<file path="src/rtl/mod_counter_ext.sv">
// Modulo-M up/down counter with IDLE/RUN/DONE control, runtime modulus and
// one-cycle registered overflow/underflow pulses.
module mod_counter_ext #(
  parameter int W       = 8,
  parameter int DEF_MOD = 10
) (
  input  logic         clk,
  input  logic         rst,
  input  logic         ce,
  input  logic         clr,
  input  logic         start,
  input  logic         load,
  input  logic [W-1:0] load_val,
  input  logic [W-1:0] mod,
  input  logic         up,
  input  logic         oneshot,
  output logic [W-1:0] q,
  output logic         tc,
  output logic         ov,
  output logic         un,
  output logic         busy
);

  typedef enum logic [1:0] {
    IDLE = 2'b00,
    RUN  = 2'b01,
    DONE = 2'b10
  } state_t;

  // DEF_MOD = 2^W truncates naturally to an all-ones terminal value.
  localparam logic [W-1:0] DEF_LAST = W'(DEF_MOD - 1);
  localparam logic [W-1:0] ZERO     = {W{1'b0}};
  localparam logic [W-1:0] ONE      = {{(W-1){1'b0}}, 1'b1};

  state_t       state_q, state_d;
  logic [W-1:0] q_q, q_d;
  logic         ov_q, ov_d;
  logic         un_q, un_d;
  logic         busy_q, busy_d;
  logic [W-1:0] m_last_s;
  logic         tc_s;
  logic         step_s;

  // Terminal value M-1 and terminal flag; q >= M-1 keeps out-of-range values terminal.
  always_comb begin
    m_last_s = (mod == ZERO) ? DEF_LAST : (mod - ONE);
    if (up) begin
      tc_s = (q_q >= m_last_s);
    end else begin
      tc_s = (q_q == ZERO);
    end
    step_s = (state_q == RUN) && ce && !clr && !start && !load;
  end

  // Next-state and next-output computation with clr > start > load > step priority.
  always_comb begin
    state_d = state_q;
    q_d     = q_q;
    ov_d    = 1'b0;
    un_d    = 1'b0;
    if (clr) begin
      state_d = IDLE;
      q_d     = ZERO;
    end else if (start) begin
      state_d = RUN;
      q_d     = up ? ZERO : m_last_s;
    end else if (load) begin
      q_d = load_val;
    end else if (step_s) begin
      if (up) begin
        if (tc_s) begin
          ov_d = 1'b1;
          if (oneshot) begin
            state_d = DONE;
          end else begin
            q_d = ZERO;
          end
        end else begin
          q_d = q_q + ONE;
        end
      end else begin
        if (q_q == ZERO) begin
          un_d = 1'b1;
          if (oneshot) begin
            state_d = DONE;
          end else begin
            q_d = m_last_s;
          end
        end else begin
          q_d = q_q - ONE;
        end
      end
    end else begin
      q_d = q_q;
    end
    busy_d = (state_d == RUN);
  end

  // State and output registers, cleared asynchronously by rst.
  always_ff @(posedge clk or posedge rst) begin
    if (rst) begin
      state_q <= IDLE;
      q_q     <= ZERO;
      ov_q    <= 1'b0;
      un_q    <= 1'b0;
      busy_q  <= 1'b0;
    end else begin
      state_q <= state_d;
      q_q     <= q_d;
      ov_q    <= ov_d;
      un_q    <= un_d;
      busy_q  <= busy_d;
    end
  end

  assign q    = q_q;
  assign tc   = tc_s;
  assign ov   = ov_q;
  assign un   = un_q;
  assign busy = busy_q;

endmodule

</file>
<file path="config.mk">
export PLATFORM = sky130hd
export DESIGN_NAME = mod_counter_ext
export DESIGN_NICKNAME = d
export VERILOG_FILES = /design/src/rtl/mod_counter_ext.sv
export SDC_FILE = /design/constraint.sdc
export NUM_CORES = 1
export LEC_CHECK = 0
export ABC_AREA = 1
export CORE_MARGIN = 5
export CORE_UTILIZATION = 30
export CTS_CLUSTER_DIAMETER = 50
export DETAILED_ROUTE_END_ITERATION = 6
export PLACE_DENSITY = 0.49
export SLEW_MARGIN = 20
export SYNTH_ARGS = -nofsm -noshare
export SYNTH_HDL_FRONTEND = slang
export SYNTH_SLANG_ARGS = --single-unit
</file>
<file path="constraint.sdc">
create_clock -name clk -period 2.41 [get_ports clk]
set_input_delay 0.3615 -clock clk [delete_from_list [all_inputs] [get_ports clk]]
set_output_delay 0.3615 -clock clk [all_outputs]
set_load 0.03 [all_outputs]
</file>
==> impl_results.md, run 1 <==
* Fraction of registers with async set/reset at 1.00
* Post-synthesis cell count at 282
* Starting DRT DRC Count at 126
* RSZ-0062 raised after global routing: yes
* FMAX at 426 MHz
* Avg Cell Area, Syn at 5.85 µm²
* Static Leak at 1.40 nW
* PnR Total Power at 1.05 mW
* Grt total ovfl at 0
* Vias in the first global route at 2072
* Hold crit path type: input port to asynchronous set/reset pin
* TritonCTS clock tree: yes
* #FFs+latches synth at 13
* Detailed Place HPWL at 4.31 mm
* Mapped Nets at 318
* Area of the multi-input gates at 1330 µm²
* Layout cell share with drive strength beyond 1 at 0.333
* Setup WS pre-CTS at -0.477 ns
* N_diodes at 0
* First-pass GRT wire length at 9.69 mm
* Die W at 84.2 µm
* Remaining DRCs at 0
* Layout Skew at 0.00597 ns
* Placer Congestion at 0.851
* Startpoint type of the worst setup path: input port
* CTS buffer count at 3
* CTS Sinks at 13
* Fin. max-slew vios at 0
* Cell Rows at 27
* Crit Path Max Fanout at 4
* Yosys top cell area share at 0.200
* Syn Std Cell Area at 1650 µm²
* Gr usage total at 0.165
* Sequential area share after synthesis at 0.197
* Most frequent cells in the layout: nand2_1 (78), buf_4 (54), inv_1 (28)
* H-tree depth at 1
* Via/cell ratio at 4.66
* Crit Reg-Reg Startpoint: q[0]$_DFFE_PP0P_
* Worst path required time at 2.05 ns
* Area grow syn2layout at 64.0%
* Sequential cell area at 325 µm²
* Total number of vias at 2057
* Worst vdd ir at 0.329 mV
* Largest net degree at the start of global routing at 14
* Number of synthesized flops with an enable pin at 0
* Setup crit end kind: output pin
* Pwr Density at 386 nW/µm²
* Dominant synthesized flop cell: dfrtp_1
* Io pins at 36
* Clk slew on worst S/H paths at 0.06 ns
* Most common cell after layout, fill and taps aside: nand2_1
* Port Buffer Count at 35
* Die area at 7080 µm²
* Worst r2r path cells at 17
* NumNets Final at 406
* Yosys warns at 0
* Crit path DAT at 1.99 ns
* WL/cell at 13.2 µm
* Placed Instance Area at 2250 µm²
* Final setup vio count at 0
* Yosys top cell by area: nand2_1
* Fin area at 2710 µm²
* CTS max path bufs at 2
* Setup CP Type: input port to output pin
* Die height at 84.2 µm
* ANT nets after route at 0
* Max Cap Viol at 0
* Setup_tns at 0 ns
* Slew Limit Headroom at 0.652
* Status: finished, final reports clean
* Drt pass-1 iters at 4
* Starting Density at 0.303
* Worst Setup SP: mod[0]
* Worst-skew pair later-pin latency at 0.24 ns
* Worst-Margin Slew at 0.521 ns
* CORE AREA at 5440 µm²
* Synth cell types at 24
* Worst R2R Setup Slack at 0.22 ns
* Hold buffers post-CTS at 0
* Worst hold slack at 0.449 ns
* Final hold violations at 0
* Synth area leaders: nand2_1 (20%), dfrtp_1 (20%), ha_1 (9.1%)
* Final period util at 0.975
* Root Driver: clkbuf_8
* Post-layout min period at 2.35 ns
* Final WL at 5.81 mm
* Initial antenna violation count at 0
* Setup WS post-layout at 0.0601 ns
* Worst R2R End: q[0]$_DFFE_PP0P_
* Filler cells at 552
## routing by layer
metal,part of all wire,wire length [µm],up-vias,global-route usage
li1,-,-,1066,-
met1,0.47,2700,940,0.226
met2,0.48,2770,47,0.280
met3,0.049,286,4,0.0265
met4,0.0084,49,0,0.0234
met5,0,0,-,0
## cell type report
class | count | area share
multi-input cells | 221 | 0.492
repair buffers | 89 | 0.273
flip-flops and latches | 13 | 0.120
inverters | 42 | 0.0647
well taps | 72 | 0.0333
clock buffers | 4 | 0.0166
## cell usage after synthesis (4+ instances only)
cell      n
nand3_1  28
nand2_2   4
inv_1    36
ha_1     12
o21ai_0  13
a21oi_1  12
nand2_1  88
nand4_1   7
o21ai_1   4
xor2_1    7
nor2_1   34
dfrtp_1  13
## metrics by stage
stage / instances / util
6_report: 441 / 0.498
3_3_place_gp: 410 / 0.414
3_5_place_dp: 410 / 0.414
4_1_cts: 440 / 0.483
5_1_grt: 441 / 0.498
2_1_floorplan: 282 / -
## worst max-delay path by stage
stage	slack (ns)	depth (start not counted)	end
after global routing	-0.04	19	tc
after floorplan	0.06	22	q[6]$_DFFE_PP0P_
after CTS	0.002	15	tc
final	0.06	18	tc
after detailed placement	-0.48	24	q[0]$_DFFE_PP0P_
after global placement	-0.50	16	q[5]$_DFFE_PP0P_
## flip-flops by register name, indices dropped and copies added, names as in the netlist
| name | count |
|---|---|
| ov | 1 |
| busy | 1 |
| q | 8 |
| state_q | 2 |
| un | 1 |
## critical path, cell delays in order
cell     delay (ns)
buf_8          0.10
inv_8          0.06
ha_4           0.14
nand2_4        0.05
nor2_4         0.13
nor2_1         0.05
nand2_1        0.09
inv_2          0.07
ha_4           0.27
nand2_2        0.05
nor2_1         0.08
nor2_1         0.05
nand2_1        0.07
nand2_2        0.06
nand2_2        0.09
nand2_4        0.06
nand2_4        0.07
buf_6          0.13
## power breakdown
part           total (mW)  internal, mW  switching, mW
combinational       0.597         0.273          0.324
sequential          0.257         0.234         0.0224
clock               0.192         0.117         0.0755
## what timing repair did
item | 4_1_cts | 5_1_grt
setup buffers | 26 | 1
setup endpoints to repair | 12 | 10
gates resized for setup | 71 | 24
pin swaps | 29 | 22
cloned | 0 | 1
## cell families (layout without fill, tap and decap cells)
| group | Yosys count | in the layout | share of synthesized area |
|---|---|---|---|
| AND/OR/NAND/NOR | 171 | 172 | 0.458 |
| AO/OA/AOI/OAI | 30 | 30 | 0.0925 |
| XOR/XNOR | 7 | 7 | 0.0372 |
| flip-flops | 13 | 13 | 0.197 |
| adder cells (fa/ha/maj) | 12 | 12 | 0.0910 |
| buffers and inverters | 49 | 135 | 0.124 |
Power figures use the tool's default switching activity.
==> run 2: changes to the inputs <==
- CORE_ASPECT_RATIO: not set -> 1.25
==> impl_results.md, run 2 (synthesis results as in run 1) <==
* Status: finished, final reports clean
* NumNets Final at 399
* WL/cell at 13.8 µm
* Grt met1 use at 0.197
* Number of flip-flops in the largest register at 8
* H-tree depth at 1
* Layout cell share with drive strength beyond 1 at 0.304
* TritonCTS clock tree: yes
* Worst hold slack at 0.448 ns
* CTS max path bufs at 2
* Area grow syn2layout at 58.8%
* Final setup vio count at 0
* CORE AREA at 5410 µm²
* Die area at 7090 µm²
* Grt total ovfl at 0
* Fin. max-slew vios at 0
* Die W at 76.3 µm
* Crit path DAT at 1.97 ns
* CTS buffer count at 3
* First-pass GRT wire length at 9.42 mm
* Largest net degree at the start of global routing at 14
* Most frequent cells in the layout: nand2_1 (78), buf_4 (46), inv_1 (30)
* Pwr Density at 392 nW/µm²
* Crit Path Max Fanout at 3
* Remaining DRCs at 0
* Placed Instance Area at 2250 µm²
* Worst-Margin Slew at 0.510 ns
* Drt pass-1 iters at 6
* ANT nets after route at 0
* Placer Congestion at 0.868
* Via/cell ratio at 4.71
* Setup crit end kind: output pin
* Total number of vias at 2005
* Root Driver: clkbuf_8
* Busiest grt layer: met2
* Most common cell after layout, fill and taps aside: nand2_1
* FMAX at 429 MHz
* Layout Skew at 0.000698 ns
* Io pins at 36
* Placed Cells incl. Taps at 403
* Startpoint type of the worst setup path: input port
* RSZ-0062 raised after global routing: yes
* Hold crit path type: input port to asynchronous set/reset pin
* Worst vdd ir at 0.310 mV
* Vias in the first global route at 1948
* Fin area at 2620 µm²
* Worst path required time at 2.05 ns
* Clk slew on worst S/H paths at 0.05 ns
* N_diodes at 0
* Final hold violations at 0
* Slew Limit Headroom at 0.659
* Die height at 92.9 µm
* CTS Sinks at 13
* Post-layout min period at 2.33 ns
* Met2 GRT Util at 0.309
* Port Buffer Count at 35
* Hold buffers post-CTS at 0
* Worst-skew pair later-pin latency at 0.24 ns
* Post-layout util at 0.485
* Max Cap Viol at 0
* Setup CP Type: input port to output pin
* Finished Layout Cells at 426
* Final period util at 0.967
* Detailed Place HPWL at 4.58 mm
* Starting DRT DRC Count at 95
* Initial antenna violation count at 0
* Final WL at 5.86 mm
* M3 GR Usage at 0.0204
* Cell Rows at 30
* Starting Density at 0.305
* Static Leak at 1.36 nW
* Gr usage total at 0.162
## run 2: worst paths after layout
check | from | end | slack (ns) | cells past startpoint
max | mod[1] | tc | 0.08 | 18
max in group asynchronous | rst | q[3]$_DFFE_PP0P_ | 1.62 | 2
min in group clk | state_q[1]$_DFF_PP0_ | state_q[1]$_DFF_PP0_ | 0.54 | 2
min | rst | un$_DFF_PP0_ | 0.45 | 2
max reg2reg | q[1]$_DFFE_PP0P_ | q[4]$_DFFE_PP0P_ | 0.34 | 16
min reg2reg | state_q[1]$_DFF_PP0_ | state_q[1]$_DFF_PP0_ | 0.54 | 2
## run 2: cell type report
type	count	area [µm²]
fillers	571	2780
flip-flops and latches	13	325
repair buffers	82	703
well taps	64	80.1
inverters	42	173
multi-input cells	221	1290
clock buffers	4	45.0
## run 2: where the power goes
part           internal (mW)  leakage [nW]  total [mW]  switching [mW]
sequential             0.234         0.171       0.255          0.0202
clock                  0.117        0.0228       0.193          0.0767
combinational          0.258          1.17       0.579           0.320
total                  0.609          1.36        1.03           0.417
## run 2: what timing repair did
| action | 4_1_cts | 5_1_grt |
|---|---|---|
| pin swaps | 21 | 22 |
| resized for setup | 62 | 26 |
| setup endpoints to repair | 12 | 11 |
| setup buffers | 18 | 1 |
| cloned | 0 | 1 |
## run 2: routing by layer
layer | vias to the layer above | part of all wire
li1 | 1051 | -
met1 | 893 | 0.42
met2 | 53 | 0.53
met3 | 8 | 0.041
met4 | 0 | 0.014
met5 | - | 0
## run 2: worst max-delay path, cell delays in order
cell and delay, ns:
buf_6 0.09, inv_4 0.07, ha_4 0.15, nand2_4 0.06, nor2_4 0.13, nor2_1 0.05, nand2_1 0.08, inv_2 0.06
ha_4 0.21, nand2_1 0.06, nand2_1 0.04, nor2_1 0.10, nand2_1 0.07, nand2_2 0.08, nand2_2 0.07, nand2_4 0.07
nand2_4 0.05, buf_6 0.13
## run 2: metrics by stage
stage,setup slack (ns),TNS (ns),power (mW)
floorplan,0.0620,0,0.553
global placement,-0.591,-6.45,0.753
detailed placement,-0.547,-6.11,0.751
CTS,0.00293,0,1.00
global route,-0.0406,-0.0406,1.11
finish,0.0791,0,1.03
==> run 3: changes to the inputs <==
- MAX_ROUTING_LAYER: not set -> met4
==> impl_results.md, run 3 (synthesis results as in run 1) <==
* Remaining DRCs at 0
* CTS buffer count at 3
* Worst vdd ir at 0.179 mV
* NumNets Final at 394
* H-tree depth at 1
* Via/cell ratio at 4.82
* Initial antenna violation count at 0
* TritonCTS clock tree: yes
* Io pins at 36
* RSZ-0062 raised after global routing: yes
* Most common cell after layout, fill and taps aside: nand2_1
* Starting Density at 0.305
* N_diodes at 0
* CP max-delay cell: ha_4
* Die W at 76.3 µm
* Pwr Density at 392 nW/µm²
* Area grow syn2layout at 60.7%
* Worst-Margin Slew at 0.500 ns
* Static Leak at 1.35 nW
* Starting DRT DRC Count at 102
* Placed Instance Area at 2240 µm²
* Fin area at 2650 µm²
* Fin. max-slew vios at 0
* Worst path required time at 2.05 ns
* Clk slew on worst S/H paths at 0.05 ns
* Layout cell share with drive strength beyond 1 at 0.311
* Setup CP Type: input port to output pin
* Final period util at 0.970
* Placer Congestion at 0.901
* Die height at 92.9 µm
* First-pass GRT wire length at 9.49 mm
* CORE AREA at 5410 µm²
* Slew Limit Headroom at 0.666
* WL/cell at 13.8 µm
* ANT nets after route at 0
* Area of the multi-input gates at 1360 µm²
* Sequential cell area at 325 µm²
* Layout Skew at 0.00418 ns
* Setup WS post-layout at 0.0722 ns
* Cell Rows at 30
* Drt pass-1 iters at 4
* Most frequent cells in the layout: nand2_1 (77), buf_4 (43), inv_1 (29)
* Slowest stage delay, CP at 0.28 ns
* Startpoint type of the worst setup path: input port
* Gr usage total at 0.168
* Hold crit path type: input port to asynchronous set/reset pin
* Detailed Place HPWL at 4.62 mm
* Port Buffer Count at 35
* CP Cell Sequence: buf_8, inv_8, ha_4, nand2_4, nor2_4, nor2_1, nand2_1, inv_2, ha_4, nand2_4, nor2_4, nor2_2, nand2_1, nand2_2, nand2_2, nand2_2, nand2_4, buf_6
* Grt total ovfl at 0
* Final setup vio count at 0
* Setup WS pre-CTS at -0.523 ns
* Post-layout min period at 2.34 ns
* Final hold violations at 0
* CTS Sinks at 13
* Worst-skew pair later-pin latency at 0.24 ns
* Crit Path Max Fanout at 4
* Setup_tns at 0 ns
* Filler cells at 571
* Root Driver: clkbuf_8
* CTS max path bufs at 2
* Total number of vias at 2031
* FMAX at 428 MHz
* Final WL at 5.81 mm
* Die area at 7090 µm²
* Vias in the first global route at 1969
* Crit path DAT at 1.98 ns
* Setup crit end kind: output pin
* Post-layout util at 0.491
* Largest net degree at the start of global routing at 14
* Hold buffers post-CTS at 0
* Max Cap Viol at 0
* Number of flip-flops in the largest register at 8
* Status: finished, final reports clean
-- run 3: changes by cell type in the layout (fill, tap and decap cells not counted), sizes merged --
cell / previous run / this run
buf: 56 / 52
nand2: 96 / 95
-- run 3: critical path, delay by kind of cell --
family	cells	cell delay (ns)
fa+ha+maj	2	0.42
buf+inv	4	0.35
simple gates	12	0.82
-- run 3: worst paths after layout --
path	from	endpoint	slack, ns	depth (start not counted)
setup / recovery	mod[0]	tc	0.07	18
hold / removal	rst	q[2]$_DFFE_PP0P_	0.45	2
setup reg to reg	q[1]$_DFFE_PP0P_	q[1]$_DFFE_PP0P_	0.32	15
hold reg to reg	state_q[1]$_DFF_PP0_	state_q[1]$_DFF_PP0_	0.53	2
max in group asynchronous	rst	q[1]$_DFFE_PP0P_	1.63	2
min in group clk	state_q[1]$_DFF_PP0_	state_q[1]$_DFF_PP0_	0.53	2
-- run 3: cell type report --
| class | instances | area share |
|---|---|---|
| multi-input combinational | 220 | 0.514 |
| timing repair buffer | 78 | 0.250 |
| sequential | 13 | 0.123 |
| inverter | 42 | 0.0661 |
| tap | 64 | 0.0302 |
| clock buffer | 4 | 0.0170 |
-- run 3: stage by stage --
| step | hold slack, ns | power [mW] | instances |
|---|---|---|---|
| after floorplan | 0.238 | 0.553 | 282 |
| after global placement | 0.532 | 0.757 | 402 |
| after detailed placement | 0.528 | 0.754 | 402 |
| after CTS | 0.463 | 0.995 | 415 |
| after global routing | 0.523 | 1.12 | 421 |
| final | 0.447 | 1.04 | 421 |
-- run 3: report_power, final --
part           switching (mW)  internal, mW
Clock                  0.0734         0.117
Combinational           0.327         0.266
Sequential             0.0222         0.234
-- run 3: per-layer routing --
metal,wire length [µm],up-vias,global-route usage
li1,-,1042,-
met1,2360,919,0.195
met2,3040,56,0.307
met3,221,14,0.0156
met4,189,0,0.0496
met5,0,-,-
-- run 3: what timing repair did --
action,CTS,global route
endpoints found under the setup margin,12,11
pin swaps,21,22
gates resized for setup,60,39
setup buffers,9,6
